[config.mk]
export PLATFORM = sky130hd
export DESIGN_NAME = seq_multiplier8
export DESIGN_NICKNAME = d
export VERILOG_FILES = /design/src/rtl/seq_multiplier8.sv
export SDC_FILE = /design/constraint.sdc
export NUM_CORES = 1
export LEC_CHECK = 0
export CAP_MARGIN = 20
export CORE_ASPECT_RATIO = 0.7
export CORE_MARGIN = 10
export CORE_UTILIZATION = 52
export DETAILED_ROUTE_END_ITERATION = 6
export HOLD_SLACK_MARGIN = 0.12
export PLACE_DENSITY = 0.79
export SLEW_MARGIN = 20
export SYNTH_ARGS = -nofsm -noshare
export SYNTH_HDL_FRONTEND = slang
export SYNTH_HIERARCHICAL = 1
export SYNTH_SLANG_ARGS = --single-unit
[constraint.sdc]
create_clock -name i_clk -period 4.91 [get_ports i_clk]
set_input_delay 0.982 -clock i_clk [delete_from_list [all_inputs] [get_ports i_clk]]
set_output_delay 0.982 -clock i_clk [all_outputs]
set_load 0.01 [all_outputs]
[src/rtl/seq_multiplier8.sv]
// Sequential 8x8 unsigned shift-and-add multiplier driving one Adder8 per iteration.
// Optional feature: define MULT_ZERO_SKIP_EN to finish at once with P=0 when an operand is zero.

module Adder8 (
    input  logic [7:0] i_A,
    input  logic [7:0] i_B,
    input  logic       i_Cin,
    output logic [7:0] o_Sum,
    output logic       o_Cout
);
    logic [8:0] w_carry;

    assign w_carry[0] = i_Cin;

    for (genvar i = 0; i < 8; i++) begin : g_bit
        assign o_Sum[i]       = i_A[i] ^ i_B[i] ^ w_carry[i];
        assign w_carry[i + 1] = (i_A[i] & i_B[i]) | (w_carry[i] & (i_A[i] ^ i_B[i]));
    end

    assign o_Cout = w_carry[8];
endmodule

module seq_multiplier8 (
    input  logic        i_clk,
    input  logic        i_rst,
    input  logic        i_start,
    input  logic [7:0]  i_A,
    input  logic [7:0]  i_B,
    output logic        o_busy,
    output logic        o_done,
    output logic [15:0] o_P
);
    typedef enum logic [1:0] {
        S_IDLE = 2'd0,
        S_CALC = 2'd1,
        S_DONE = 2'd2
    } state_t;

    state_t      r_state;
    state_t      w_nextState;
    logic [7:0]  r_m;
    logic [7:0]  r_acc;
    logic [7:0]  r_q;
    logic [3:0]  r_cnt;
    logic [15:0] r_p;
    logic [7:0]  w_sum;
    logic        w_cout;
    logic [8:0]  w_cs;
    logic [7:0]  w_accNext;
    logic [7:0]  w_qNext;
    logic        w_accept;
    logic        w_lastIter;
`ifdef MULT_ZERO_SKIP_EN
    logic        w_zeroOp;
    assign w_zeroOp = (i_A == 8'd0) || (i_B == 8'd0);
`endif

    Adder8 u_adder (
        .i_A    (r_acc),
        .i_B    (r_m),
        .i_Cin  (1'b0),
        .o_Sum  (w_sum),
        .o_Cout (w_cout)
    );

    // The full 9-bit add result is shifted right one place into ACC:Q, so no carry is lost.
    assign w_cs       = r_q[0] ? {w_cout, w_sum} : {1'b0, r_acc};
    assign w_accNext  = w_cs[8:1];
    assign w_qNext    = {w_cs[0], r_q[7:1]};
    assign w_accept   = (r_state == S_IDLE) && i_start;
    assign w_lastIter = (r_state == S_CALC) && (r_cnt == 4'd7);

    always_ff @(posedge i_clk or posedge i_rst) begin
        if (i_rst) begin
            r_state <= S_IDLE;
        end else begin
            r_state <= w_nextState;
        end
    end

    always_comb begin
        w_nextState = r_state;
        case (r_state)
            S_IDLE: begin
                if (i_start) begin
`ifdef MULT_ZERO_SKIP_EN
                    w_nextState = w_zeroOp ? S_DONE : S_CALC;
`else
                    w_nextState = S_CALC;
`endif
                end
            end
            S_CALC: begin
                if (r_cnt == 4'd7) begin
                    w_nextState = S_DONE;
                end
            end
            S_DONE:  w_nextState = S_IDLE;
            default: w_nextState = S_IDLE;
        endcase
    end

    always_comb begin
        o_busy = (r_state == S_CALC);
        o_done = (r_state == S_DONE);
    end

    always_ff @(posedge i_clk or posedge i_rst) begin
        if (i_rst) begin
            r_m   <= 8'd0;
            r_acc <= 8'd0;
            r_q   <= 8'd0;
            r_cnt <= 4'd0;
        end else if (w_accept) begin
            r_m   <= i_A;
            r_acc <= 8'd0;
            r_q   <= i_B;
            r_cnt <= 4'd0;
        end else if (r_state == S_CALC) begin
            r_acc <= w_accNext;
            r_q   <= w_qNext;
            r_cnt <= r_cnt + 4'd1;
        end
    end

    // P only moves on DONE entry, so it keeps the previous product during a new operation.
    always_ff @(posedge i_clk or posedge i_rst) begin
        if (i_rst) begin
            r_p <= 16'h0000;
        end else if (w_lastIter) begin
            r_p <= {w_accNext, w_qNext};
`ifdef MULT_ZERO_SKIP_EN
        end else if (w_accept && w_zeroOp) begin
            r_p <= 16'h0000;
`endif
        end
    end

    assign o_P = r_p;
endmodule
==> results.tsv <==
stage	metric	value	unit
outcome	status	finished clean	
worst_setup_path	Critical Path Source Type	flop	
clocking	H-tree Lvls	2	
sta	slew at the pin closest to its max-slew limit	0.911	ns
clocking	Num CTS Buffers	5	
detailed_routing	DRT Wirelength	4.42	mm
worst_setup_path	CP required	5.10	ns
die	die width	97.3	µm
cells_and_area	layout net count	233	
power	Lkg Pwr	1.15	nW
global_routing	grt ovf	0	
global_routing	vias in the first global route	1517	
clocking	cts repair resizes	0	
cells_and_area	post-layout util	0.674	
synth	syn_area_per_cell	12.9	µm²
detailed_routing	1st-iter DRT viols	87	
synth	asr flop ratio synth	1.00	
clocking	CTS clk-pin slew, worst paths	0.08	ns
sta	Pins Over Slew Limit	0	
min_path	Hold WC Path Type	flop to flop	
sta	RSZ-0062 raised after global routing	false	
power	P per Cell Area	689	nW/µm²
detailed_routing	Wirelength per Cell	17.1	µm
die	Die Y	74.1	µm
die	core area	3970	µm²
die	Starting Density	0.548	
cells_and_area	synth-to-layout area growth	23.1	%
sta	final worst-path cycle share	0.812	
detailed_routing	# DRC	0	
cells_and_area	layout cells sized above 1	0.238	
global_routing	initial antenna violation count	0	
power	VDD IR max	411	µV
synth	Cells after Synth	168	
synth	most common cell in the synthesized netlist	dfrtp_1	
sta	Final TNS setup	0	ns
global_routing	first-pass GRT wire length	7.50	mm
synth	mapped cell area	2170	µm²
synth	syn nets	196	
cells_and_area	area of the multi-input gates	933	µm²
sta	clock skew	0.00253	ns
sta	minimum clock period	3.99	ns
synth	Seq cells post-synth	46	
die	die area	7210	µm²
worst_setup_path	critical path arrival	4.18	ns
die	FP Rows	19	
clocking	CTS root buf	clkbuf_8	
synth	largest cells by area after synthesis	dfrtp_1 53%, mux2_2 17%, fa_1 7.4%	
sta	Max Clk Rate	0.251	GHz
clocking	Clock Latency Late Sink	0.30	ns
synth	ys flop type	dfrtp_1	
synth	Post-synth EDFFs	0	
synth	Synth area leader	dfrtp_1	
worst_setup_path	critical-path maximum fanout	3	
clocking	postcts setup bufs	0	
clocking	Max Buffers Root-to-Sink	2	
detailed_routing	post-detailed-route count of antenna-violating nets	0	
placed_design	Final GP Congestion	0.821	
detailed_routing	Vias	1412	
worst_setup_path	Worst setup EP type	flop	
clocking	cts hold-fix bufs	0	
sta	Slew Limit Headroom	0.392	
clocking	TritonCTS clock tree	done	
cells_and_area	register area	1150	µm²
sta	final hold violation count	0	
worst_setup_path	Worst Path Class, Setup	flop to flop	
sta	Final Setup Violations	0	
cells_and_area	filler instances	275	
run	max_cap viols	0	
die	IO Pins	37	
synth	synth cell count leaders	46 x dfrtp_1, 32 x mux2_2, 13 x inv_1	
synth	Yosys cell types	27	
synth	area share of the largest cell type after synthesis	0.529	
detailed_routing	drt via density	5.47	
cells_and_area	Antenna Cells	0	
clocking	clock sink count	46	
synth	sequential share of the synthesized area	0.529	
synth	Syn. warnings	6	
placed_design	final HPWL from detailed placement	3.19	mm
global_routing	pin count of the biggest net entering global routing	47	
global_routing	total track usage	0.127	
detailed_routing	DRT Pass-1 Iters	4	
placed_design	PortBufs	36	
==> stage by stage <==
step	hold slack (ns)	area (µm²)	cells	power [mW]	setup WS, ns
2_1_floorplan	0.472	2170	168	1.28	1.13
3_3_place_gp	0.490	2570	250	1.52	1.06
3_5_place_dp	0.496	2570	250	1.59	0.919
4_1_cts	0.515	2680	258	1.87	0.899
5_1_grt	0.529	2680	258	2.00	0.752
6_report	0.509	2680	258	1.84	0.925
==> cell usage in the layout, fill, tap and decap left out, types with 2 or more instances in the layout <==
| master | Yosys | final |
|---|---|---|
| or3b_2 | 7 | 7 |
| inv_1 | 13 | 12 |
| clkdlybuf4s50_1 | 0 | 36 |
| nor2_1 | 2 | 2 |
| o22ai_1 | 9 | 9 |
| clkinv_1 | 1 | 2 |
| clkbuf_8 | 0 | 5 |
| clkbuf_1 | 3 | 2 |
| mux2_2 | 32 | 32 |
| o21ai_0 | 11 | 11 |
| nand2_1 | 3 | 3 |
| fa_1 | 8 | 8 |
| a21oi_1 | 8 | 8 |
| dfrtp_1 | 46 | 46 |
| a22o_1 | 9 | 9 |
==> sequential cells by signal, summed over array words and instances, names as in the netlist <==
signal	count
o_P	16
r_acc	8
r_cnt	4
r_m	8
r_q	8
r_state	2
==> final cells by class <==
type                            count  share of cell area
Sequential cell                    46               0.430
Multi-Input combinational cell    101               0.349
Timing Repair Buffer               37               0.137
Clock buffer                        7              0.0285
Tap cell                           52              0.0243
Inverter                           14              0.0196
Clock inverter                      1              0.0112
==> cells by family (layout without fill, tap and decap cells) <==
| logic type | Yosys count | after routing | synth area share |
|---|---|---|---|
| DFF | 46 | 46 | 0.529 |
| other | 1 | 1 | 0.00172 |
| and+or+nand+nor | 20 | 20 | 0.0685 |
| muxes | 33 | 33 | 0.170 |
| AOI/OAI and AO/OA | 38 | 38 | 0.109 |
| buffers and inverters | 21 | 59 | 0.0414 |
| adders and majority gates | 9 | 9 | 0.0794 |
==> final timing paths <==
path	start	end	slack (ns)	cells past startpoint
min in group asynchronous	i_rst	r_m[1]	1.13	3
setup / recovery	r_acc[0]	o_P[14]	0.92	14
hold reg to reg	o_P[1]	o_P[1]	0.51	1
hold / removal	o_P[1]	o_P[1]	0.51	1
max in group asynchronous	i_rst	r_cnt[1]	3.39	3
setup reg to reg	r_acc[0]	o_P[14]	0.92	14
==> routing by layer <==
layer	share of wire	track usage	vias to the layer above	routed length, µm
li1	-	-	669	-
met1	0.44	0.150	712	1940
met2	0.49	0.212	24	2160
met3	0.057	0.0490	7	254
met4	0.014	0.0434	0	62
met5	0	0	-	0
==> critical path, stage by stage (launching register included) <==
cell and delay (ns):
dfrtp_1 0.42, fa_1 0.43, inv_1 0.07, fa_1 0.16, inv_1 0.05, fa_1 0.37
fa_1 0.39, fa_1 0.39, fa_1 0.40, fa_1 0.37, inv_1 0.08, fa_1 0.17
inv_1 0.04, mux2_2 0.26, mux2_2 0.26
==> where the power goes <==
part	internal, mW	switching, mW	total [mW]
combinational	0.486	0.355	0.842
sequential	0.567	0.162	0.728
clock	0.152	0.121	0.273
total	1.21	0.638	1.84
No activity file was read; power rests on OpenSTA's default activity.
